## config.mk

```make
export PLATFORM = sky130hd
export DESIGN_NAME = pwm_multichannel
export DESIGN_NICKNAME = d
export VERILOG_FILES = /design/src/rtl/pwm_multichannel.sv
export SDC_FILE = /design/constraint.sdc
export NUM_CORES = 1
export LEC_CHECK = 0
export ABC_AREA = 1
export BUFFER_PORTS_ARGS = -buffer_cell sky130_fd_sc_hd__buf_2
export CORE_ASPECT_RATIO = 0.8
export CORE_MARGIN = 2
export CORE_UTILIZATION = 55
export CTS_BUF_LIST = sky130_fd_sc_hd__clkbuf_8
export CTS_CLUSTER_DIAMETER = 150
export DETAILED_ROUTE_END_ITERATION = 10
export HOLD_SLACK_MARGIN = 0.12
export PLACE_DENSITY_LB_ADDON = 0.12
export SYNTH_ARGS = -nofsm -noshare
export SYNTH_HDL_FRONTEND = slang
export SYNTH_SLANG_ARGS = --single-unit
export TNS_END_PERCENT = 50
```

## constraint.sdc

```tcl
create_clock -name clk -period 5.4 [get_ports clk]
set_clock_uncertainty 0.1 [all_clocks]
set_input_delay 0.54 -clock clk [delete_from_list [all_inputs] [get_ports clk]]
set_output_delay 0.54 -clock clk [all_outputs]
set_load 0.02 [all_outputs]
```

## src/rtl/pwm_multichannel.sv

```systemverilog
// Multi-channel PWM generator: one shared period counter, per-channel duty/mode/polarity/enable, double-buffered parameters.
// Latency: pwm and period_end are registered, one cycle after the counter slot they represent; enable acts one cycle later.
// Backpressure: none; update_parameters is a one-cycle strobe always accepted, the last strobe before the period end wins.
module pwm_multichannel #(
    parameter int CHANNELS       = 4,
    parameter int WIDTH          = 8,
    parameter int INITIAL_PERIOD = 255,
    parameter int INITIAL_DUTY   = 128
) (
    input  logic                      clk,
    input  logic                      reset,
    input  logic                      update_parameters,
    input  logic [WIDTH-1:0]          pwm_period,
    input  logic [CHANNELS*WIDTH-1:0] pwm_duty,
    input  logic [CHANNELS-1:0]       center_mode,
    input  logic [CHANNELS-1:0]       invert,
    input  logic [CHANNELS-1:0]       channel_enable,
    output logic                      update_pending,
    output logic                      period_end,
    output logic [CHANNELS-1:0]       pwm
);

    localparam logic [WIDTH-1:0] INIT_P = WIDTH'(INITIAL_PERIOD);
    localparam logic [WIDTH-1:0] INIT_D = WIDTH'(INITIAL_DUTY);
    localparam logic [WIDTH-1:0] ONE    = WIDTH'(1);

    // Active parameter set (governs the running period) and shadow set (waits for the commit point)
    logic [WIDTH-1:0]          cnt_q, cnt_d;
    logic [WIDTH-1:0]          per_q, per_d;
    logic [CHANNELS*WIDTH-1:0] duty_q, duty_d;
    logic [CHANNELS-1:0]       cm_q, cm_d;
    logic [CHANNELS-1:0]       inv_q, inv_d;
    logic [WIDTH-1:0]          sh_per_q, sh_per_d;
    logic [CHANNELS*WIDTH-1:0] sh_duty_q, sh_duty_d;
    logic [CHANNELS-1:0]       sh_cm_q, sh_cm_d;
    logic [CHANNELS-1:0]       sh_inv_q, sh_inv_d;
    logic                      pend_q, pend_d;
    logic [CHANNELS-1:0]       pwm_q, pwm_d;
    logic                      pe_q, pe_d;

    logic                      last_slot;
    logic [WIDTH-1:0]          deff  [CHANNELS];
    logic [WIDTH-1:0]          start [CHANNELS];
    logic [CHANNELS-1:0]       act;

    assign last_slot = (cnt_q == per_q - ONE);

    // Counter wrap, shadow capture and commit at the last slot of the period
    always_comb begin
        cnt_d     = last_slot ? '0 : cnt_q + ONE;
        per_d     = per_q;
        duty_d    = duty_q;
        cm_d      = cm_q;
        inv_d     = inv_q;
        sh_per_d  = sh_per_q;
        sh_duty_d = sh_duty_q;
        sh_cm_d   = sh_cm_q;
        sh_inv_d  = sh_inv_q;
        pend_d    = pend_q;
        if (update_parameters) begin
            sh_per_d  = pwm_period;
            sh_duty_d = pwm_duty;
            sh_cm_d   = center_mode;
            sh_inv_d  = invert;
            pend_d    = 1'b1;
        end
        if (last_slot) begin
            // A strobe on the commit cycle bypasses the shadow so it is not delayed a whole period
            if (update_parameters) begin
                per_d  = (pwm_period == '0) ? ONE : pwm_period;
                duty_d = pwm_duty;
                cm_d   = center_mode;
                inv_d  = invert;
                pend_d = 1'b0;
            end else if (pend_q) begin
                per_d  = (sh_per_q == '0) ? ONE : sh_per_q;
                duty_d = sh_duty_q;
                cm_d   = sh_cm_q;
                inv_d  = sh_inv_q;
                pend_d = 1'b0;
            end
        end
    end

    // Per-channel compare: clamp duty to the period, then edge or centered window
    always_comb begin
        pwm_d = '0;
        act   = '0;
        for (int i = 0; i < CHANNELS; i++) begin
            deff[i]  = (duty_q[i*WIDTH +: WIDTH] > per_q) ? per_q : duty_q[i*WIDTH +: WIDTH];
            // start + deff never exceeds per_q, so the WIDTH-bit sum cannot wrap
            start[i] = (per_q - deff[i]) >> 1;
            if (cm_q[i])
                act[i] = (cnt_q >= start[i]) && (cnt_q < start[i] + deff[i]);
            else
                act[i] = (cnt_q < deff[i]);
            pwm_d[i] = channel_enable[i] ? (act[i] ^ inv_q[i]) : inv_q[i];
        end
        pe_d = last_slot;
    end

    // State registers; reset also discards any pending shadow update
    always_ff @(posedge clk or negedge reset) begin
        if (!reset) begin
            cnt_q     <= '0;
            per_q     <= INIT_P;
            duty_q    <= {CHANNELS{INIT_D}};
            cm_q      <= '0;
            inv_q     <= '0;
            sh_per_q  <= INIT_P;
            sh_duty_q <= {CHANNELS{INIT_D}};
            sh_cm_q   <= '0;
            sh_inv_q  <= '0;
            pend_q    <= 1'b0;
            pwm_q     <= '0;
            pe_q      <= 1'b0;
        end else begin
            cnt_q     <= cnt_d;
            per_q     <= per_d;
            duty_q    <= duty_d;
            cm_q      <= cm_d;
            inv_q     <= inv_d;
            sh_per_q  <= sh_per_d;
            sh_duty_q <= sh_duty_d;
            sh_cm_q   <= sh_cm_d;
            sh_inv_q  <= sh_inv_d;
            pend_q    <= pend_d;
            pwm_q     <= pwm_d;
            pe_q      <= pe_d;
        end
    end

    assign update_pending = pend_q;
    assign period_end     = pe_q;
    assign pwm            = pwm_q;

endmodule

```

==> run metrics, run 1 <==
RSZ-0062 raised after global routing yes; Post-synth EDFFs 0; Root Driver clkbuf_8; CTS buffer count 9; final setup TNS 0 ns; Synth Warn # 0; status finished clean; Yosys top cell area share 21.0%; Final Cycle Share about 93%; initial antenna violation count 0; multiplexer share of the synthesized area 0.0977%; post-cts sizing count 0; R2R Path Start per_q[7]; vias in the first global route 8823; I/O Pins 61; Hold Crit Class in2async; CTS Hold Buffers Added 0; HPWL after DPL 21200 um; Worst-Skew Late Latency 0.40 ns; global-route total usage across every layer 29.4%; global-route wire length before repair 45300 um; CP max FO 14; kind of critical path reg2reg; CTS tree built; gr ovfl total 0; final setup violation count 0; Most Frequent Cell on Critical Path nand2_1; Vias 9587; Die Area 0.0197 mm2; Die Ht 126 um; starting density of the core 56.2%; routability cong. just over 0.9; Via density between 5 and 6; Final ANT Viol Nets 0; Syn-to-layout area delta 9.48%; wire length per cell 15.7 um; crit path max-delay cell type dfstp_2; Die Span X 157 um; Mapped Avg Cell Area 7.02 um2; Final Hold Fails 0; mapped cell area 0.0102 mm2; Seq/Total Area, Yosys 27.2%; top_reg_cell synth dfrtp_1; Pre-antenna DRT Iters 5; Worst setup EP type flip-flop; # nets final 1740; Post-CTS Setup Repair Bufs 0; total of max-cap violations 0; Yosys cell types 46; Synth Area in Adders around 18%; ANT cells 0; XOR/XNOR share of the synthesized area 4.27%; synth top area cells dfrtp_1 (21%), nand2_1 (19%), ha_1 (18%); Req. time, crit path 5.61 ns; simple-gate share of the synthesized area a little under a third; largest net degree at the start of global routing 80; Rows 44; slew margin rel. 30.5%; area leader, netlist dfrtp_1; share of cells above drive strength 1 13.3%; worst stage delay on the critical path 0.54 ns; Inst Count DP about 1800; CTS max path bufs 2; final hold slack 0.198 ns; minimum clock period 5.03 ns; final slew viol count 0; Post-synth ARST share 100%; largest family of logic cells by synthesized area simple AND/OR/NAND/NOR gates; flop2flop setup slack around 0.37 ns; Yosys reg bits 110; worst r2r path cells 30; syn_nets 1665; worst-margin pin slew 1.04 ns; core area 0.0182 mm2; clk slew on worst S/H paths 0.12 ns; pre-CTS WS 0.161 ns; DR iter-0 viols 729; Non-Filler Instances 1793; startpoint types flip-flop; drc violations 0; final WL approximately 28000 um; Synth Area in Compound Gates 9.54%; number of port buffers 60; CP Data Arrival Time ~5.3 ns; Sink Count 110; final setup margin roughly 0.37 ns; H-tree Lvls 3; gate count of the mapped netlist 1460; fmax 199 MHz; RR Endpoint pwm[2]
==> kinds of logic (layout without fill, tap and decap cells) <==
family / after synthesis / in the layout
xor gates and xnor gates: 50 / 50
buffers and inverters: 224 / 304
AOI/OAI and AO/OA: 170 / 170
adders and majority gates: 150 / 150
DFF: 110 / 110
and+or+nand+nor: 755 / 755
muxes: 1 / 1
==> registers in the layout, indices dropped and copies added (netlist names) <==
signal and count:
cm_q 4, inv_q 4, pwm 4, update_pending 1
period_end 1, duty_q 32, per_q 8, sh_per_q 8
sh_duty_q 32, cnt_q 8, sh_inv_q 4, sh_cm_q 4
==> synth_stat cells, types with 3 or more instances <==
cell type / n
nand2_1: 521
inv_1: 184
ha_1: 150
nand3_1: 94
dfrtp_1: 86
nor2_1: 58
o21ai_0: 58
a21oi_1: 52
xor2_1: 36
dfstp_2: 24
nand4_1: 16
a211oi_1: 15
xnor2_1: 14
nand2_2: 13
o21ai_1: 13
buf_2: 11
clkbuf_1: 11
buf_6: 9
nand3b_1: 9
a21o_1: 8
inv_2: 7
nor2_2: 7
nor3_1: 6
a21oi_2: 5
a31oi_1: 5
nor3b_1: 5
a2111oi_0: 4
nand4_2: 4
or2_2: 4
a21boi_0: 3
and2_1: 3
nand3_2: 3
o21ai_2: 3
o21bai_1: 3
or2_1: 3
==> cell usage in the layout, fill, tap and decap left out, types with 5 or more instances in the layout <==
cell      instances
nand3_2           5
a211oi_2          5
o21ai_0          51
inv_2             7
nor3_1            6
buf_2            59
inv_1           184
a21oi_2           8
nor3b_1           5
xor2_1           36
o21ai_2           6
dfstp_2          24
a211oi_1         10
dfrtp_1          86
nand2_1         519
o21ai_1          17
nand3b_1          9
nand4_1          16
nor2_1           58
nand3_1          92
ha_1            150
nor2_2            7
a21oi_1          49
clkbuf_8          9
buf_4            37
a21o_1            8
nand2_2          12
xnor2_1          14
==> worst max-delay path, delay by kind of cell (launching register included) <==
| family | cells | cell delay, ns |
|---|---|---|
| AND/OR/NAND/NOR | 15 | 1.51 |
| AO/OA/AOI/OAI | 7 | 1.29 |
| adder cells (fa/ha/maj) | 4 | 1.19 |
| flip-flops | 1 | 0.54 |
| buffers and inverters | 4 | 0.29 |
==> how the worst max path moves through the flow <==
stage | cells past startpoint | slack, ns | to | start
global placement | 30 | 0.32 | pwm[2] | per_q[7]
CTS | 30 | 0.15 | pwm[2] | per_q[7]
detailed placement | 31 | 0.16 | pwm[2] | per_q[7]
floorplan | 31 | 0.49 | pwm[2] | per_q[7]
finish | 30 | 0.37 | pwm[2] | per_q[7]
global route | 32 | -0.07 | pwm[2] | per_q[7]
==> through the flow <==
stage	cell area (um2)	util (%)
floorplan	10200	-
global placement	10900	60.0
detailed placement	10900	60.0
CTS	11100	61.1
global route	11200	61.6
finish	11200	61.6
==> routing by layer <==
| layer | up-vias | track usage (%) | share of wire (%) |
|---|---|---|---|
| li1 | 4878 | - | - |
| met1 | 4347 | 44.9 | 49 |
| met2 | 319 | 43.2 | 40 |
| met3 | 43 | 5.40 | 8.5 |
| met4 | 0 | 6.42 | 1.6 |
| met5 | - | 0 | 0 |
==> layout make-up <==
type,instances,area [um2]
Tap cell,253,317
Clock inverter,7,75.1
Multi-Input combinational cell,1126,6630
Sequential cell,110,2780
Inverter,192,721
Fill cell,1738,7000
Clock buffer,9,124
Timing Repair Buffer,96,573
Power of run 1 is not shown: default switching activity piles up to over one toggle a cycle in this logic, so the estimate is an artifact.
==> inputs of run 2 (changes only) <==
--- a/config.mk
+++ b/config.mk
@@ -7,7 +7,7 @@
 export LEC_CHECK = 0
 export ABC_AREA = 1
 export BUFFER_PORTS_ARGS = -buffer_cell sky130_fd_sc_hd__buf_2
-export CORE_ASPECT_RATIO = 0.8
+export CORE_ASPECT_RATIO = 1.5
 export CORE_MARGIN = 2
 export CORE_UTILIZATION = 55
 export CTS_BUF_LIST = sky130_fd_sc_hd__clkbuf_8
==> run metrics, run 2 (same netlist as run 1, synthesis figures left out) <==
Sink Count 110 (unchanged); top flop regs duty_q x32, sh_duty_q x32; Pre-antenna DRT Iters 6 (+1); CTS max path bufs 2 (unchanged); Req. time, crit path 5.60 ns (about the same); flop2flop setup slack 0.39 ns (+0.02 ns); status finished clean; largest net degree at the start of global routing 65 (-19%); final WL 27000 um (-3.8%); share of cells above drive strength 1 13.2% (-0.10 points); final slew viol count 0 (unchanged); H-tree Lvls 3 (unchanged); crit path max-delay cell type dfstp_2; Final Cycle Share 92.8% (-0.41 points); most frequent cells in the layout nand2_1 (520), inv_1 (184), ha_1 (148), nand3_1 (94), dfrtp_1 (86); CTS buffer count 9 (unchanged); Die Span X 115 um (-26%); CTS tree built; Syn-to-layout area delta 9.88%; Worst-Skew Late Latency 0.40 ns (about the same); Die Ht 171 um (+36%); Hold Crit Class in2async; starting density of the core 55.7% (-0.52 points); worst-margin pin slew 0.917 ns (-0.120 ns); DR iter-0 viols 490 (-33%); final setup violation count 0 (unchanged); minimum clock period 5.01 ns (-0.0222 ns); core area 0.0184 mm2 (+0.94%); Via density 5.31 (-0.61%); vias in the first global route 9125 (+3.4%); startpoint types flip-flop; wire length per cell 15.1 um (-3.6%); routability cong. 0.916 (-1.9%); kind of critical path reg2reg; slew margin rel. 38.9% (+8.4 points); HPWL after DPL 21000 um (-0.82%); initial antenna violation count 0 (unchanged); I/O Pins 61 (unchanged); global-route total usage across every layer 28.5% (-0.93 points); final setup TNS 0 ns (unchanged); gr ovfl total 0 (unchanged); Worst setup EP type flip-flop; Final ANT Viol Nets 0 (unchanged); RSZ-0062 raised after global routing yes; total of max-cap violations 0 (unchanged); Root Driver clkbuf_8; CP Data Arrival Time 5.21 ns (-0.04 ns); number of port buffers 60 (unchanged); Most Frequent Cell on Critical Path nand2_1; ANT cells 0 (unchanged); global-route wire length before repair 44100 um (-2.8%); worst stage delay on the critical path 0.55 ns (about the same); fmax 200 MHz (+0.44%); Rows 61 (+39%); Final Hold Fails 0 (unchanged); CP max FO 15 (+1); Die Area 0.0198 mm2 (about the same); # nets final 1737 (-0.17%); drc violations 0 (unchanged); clk slew on worst S/H paths 0.12 ns (about the same); commonest non-fill, non-tap cell in the layout nand2_1; Vias 9507 (-0.83%)
-- run 2: metrics by stage --
step                      hold WS (ns)  utilization, %  instance area [um2]  setup WS (ns)  cells
after floorplan                  0.144               -                10200          0.489   1460
after global placement           0.351            59.2                10900          0.220   1771
after detailed placement         0.357            59.2                10900          0.171   1771
after CTS                        0.172            60.3                11100          0.137   1787
after global routing             0.201            61.2                11300        -0.0129   1789
final                            0.121            61.2                11300          0.389   1789
-- run 2: area by class of cell --
class | instances | area, um2
clock buffer | 10 | 138
clock inverter | 6 | 63.8
fill | 1791 | 7130
inverter | 192 | 721
multi-input combinational | 1126 | 6690
sequential | 110 | 2780
tap | 252 | 315
timing repair buffer | 93 | 551
-- run 2: timing repair --
item | 4_1_cts | 5_1_grt
resized for setup | 0 | 38
hold buffers | 0 | 0
setup endpoints to repair | 0 | 4
setup buffers | 0 | 2
-- run 2: path summary, 6_finish.rpt --
path | startpoint | to | cells after the start
worst max-delay path | per_q[7] | pwm[1] | 30
worst min-delay path | reset | cnt_q[5] | 1
worst max register to register | per_q[7] | pwm[1] | 30
worst min register to register | sh_duty_q[5] | sh_duty_q[5] | 2
max in group asynchronous | reset | sh_duty_q[4] | 2
min in group clk | pwm_duty[7] | sh_duty_q[7] | 3
-- run 2: routing by layer --
layer / wire length (um) / vias up / track usage [%]
met5: 0 / - / 0
met4: 1170 / 0 / 13.4
met3: 1230 / 78 / 2.57
met2: 12600 / 253 / 47.1
met1: 12000 / 4303 / 37.5
li1: - / 4873 / -
-- run 2: critical path, delay by kind of cell, from the launching register on --
family                   cells  cell delay, ns
AO/OA/AOI/OAI                3            0.58
buffers and inverters        5            0.37
XOR/XNOR                     1            0.18
AND/OR/NAND/NOR             17            1.93
adder cells (fa/ha/maj)      4            1.23
flip-flops                   1            0.55
Power of run 2 is left out for the same reason.
==> inputs of run 3 (changes only) <==
--- a/config.mk
+++ b/config.mk
@@ -9,7 +9,7 @@
 export BUFFER_PORTS_ARGS = -buffer_cell sky130_fd_sc_hd__buf_2
 export CORE_ASPECT_RATIO = 1.5
 export CORE_MARGIN = 2
-export CORE_UTILIZATION = 55
+export CORE_UTILIZATION = 64
 export CTS_BUF_LIST = sky130_fd_sc_hd__clkbuf_8
 export CTS_CLUSTER_DIAMETER = 150
 export DETAILED_ROUTE_END_ITERATION = 10
==> run metrics, run 3 (same netlist as run 1, synthesis figures left out) <==
Hold Crit Class in2reg; slew margin rel. 41.1% (+2.2 points); Rows 56 (-8.2%); # nets final 1737 (unchanged); Final Hold Fails 0 (unchanged); ANT cells 0 (unchanged); global-route wire length before repair 44900 um (+2.0%); gr ovfl total 0 (unchanged); Req. time, crit path 5.59 ns (about the same); drc violations 0 (unchanged); Die Area 0.0171 mm2 (-14%); Die Span X 107 um (-7.0%); CTS buffer count 9 (unchanged); most frequent cells in the layout nand2_1 (521), inv_1 (184), ha_1 (150), nand3_1 (94), dfrtp_1 (86); cell family with most CP delay simple AND/OR/NAND/NOR gates; clk slew on worst S/H paths 0.12 ns (about the same); Root Driver clkbuf_8; wire length per cell 15.8 um (+4.4%); status finished clean; Final ANT Viol Nets 0 (unchanged); largest net degree at the start of global routing 58 (-11%); minimum clock period 5.10 ns (+0.0888 ns); routability cong. 0.994 (+8.5%); Sink Count 110 (unchanged); CTS tree built; vias in the first global route 9416 (+3.2%); kind of critical path reg2reg; final WL 27400 um (+1.5%); Pre-antenna DRT Iters 6 (unchanged); top flop regs duty_q x32, sh_duty_q x32; I/O Pins 61 (unchanged); initial antenna violation count 0 (unchanged); number of port buffers 60 (unchanged); CP max FO 12 (-3); Die Ht 159 um (-7.1%); fmax 196 MHz (-1.7%); Non-Filler Instances 1740 (-2.7%); Inst Count DP 1720 (-2.9%); Via density 5.60 (+5.4%); worst stage delay on the critical path 0.55 ns (about the same); HPWL after DPL 21100 um (+0.45%); CP Data Arrival Time 5.29 ns (+0.08 ns); post-layout util 71.2% (+10 points); startpoint types flip-flop; worst-margin pin slew 0.883 ns (-0.0331 ns); final slew viol count 0 (unchanged); global-route total usage across every layer 33.0% (+4.5 points); starting density of the core 65.6% (+9.9 points); Vias 9743 (+2.5%); H-tree Lvls 3 (unchanged); commonest non-fill, non-tap cell in the layout nand2_1; final setup violation count 0 (unchanged); Worst setup EP type flip-flop; WP buf/inv 6 (+1); core area 0.0156 mm2 (-15%); CTS max path bufs 2 (unchanged); Most Frequent Cell on Critical Path nand2_1; share of cells above drive strength 1 12.6% (-0.65 points); Worst-Skew Late Latency 0.39 ns (about the same); Syn-to-layout area delta 8.56%; total of max-cap violations 0 (unchanged); crit path max-delay cell type dfstp_2; Final Cycle Share 94.4% (+1.6 points); DR iter-0 viols 627 (+28%); final hold slack 0.267 ns (+0.146 ns); RSZ-0062 raised after global routing yes
## run 3: metrics by stage
stage                     cell area, um2  setup slack, ns  TNS [ns]
after floorplan                    10200            0.489         0
after global placement             10800            0.165         0
after detailed placement           10800           0.0858         0
after CTS                          11000          0.00869         0
after global routing               11100          -0.0421   -0.0734
final                              11100            0.300         0
## run 3: what timing repair did
item / CTS / global route
resized for setup: 0 / 27
endpoints found under the hold margin: 10 / 0
hold buffers: 1 / 0
endpoints found under the setup margin: 0 / 4
buffers inserted: 0 / 3
## run 3: layout make-up
cell class | instances | area (um2)
clock buffers | 9 | 124
well taps | 203 | 254
multi-input cells | 1126 | 6620
inverters | 192 | 721
repair buffers | 93 | 553
fillers | 1388 | 4500
flip-flops and latches | 110 | 2780
clock inverters | 7 | 75.1
## run 3: path summary, 6_finish.rpt
kind | from | end | slack (ns) | cells past startpoint
max | per_q[7] | pwm[2] | 0.30 | 32
min | pwm_duty[7] | sh_duty_q[7] | 0.27 | 3
max reg2reg | per_q[7] | pwm[2] | 0.30 | 32
min reg2reg | sh_duty_q[8] | sh_duty_q[8] | 0.38 | 2
max in group asynchronous | reset | duty_q[19] | 3.33 | 3
min in group asynchronous | reset | cnt_q[4] | 0.65 | 2
## run 3: layer usage
metal / wire, um / global-route usage [%]
met1: 11400 / 40.8
met4: 1360 / 13.5
met3: 1550 / 5.12
met2: 13100 / 56.6
met5: 0 / 0
## run 3: worst min-delay path: stages
cell and delay, ns:
buf_2 0.09, nand2_1 0.05, nand2_1 0.07
Power of run 3 is left out for the same reason.
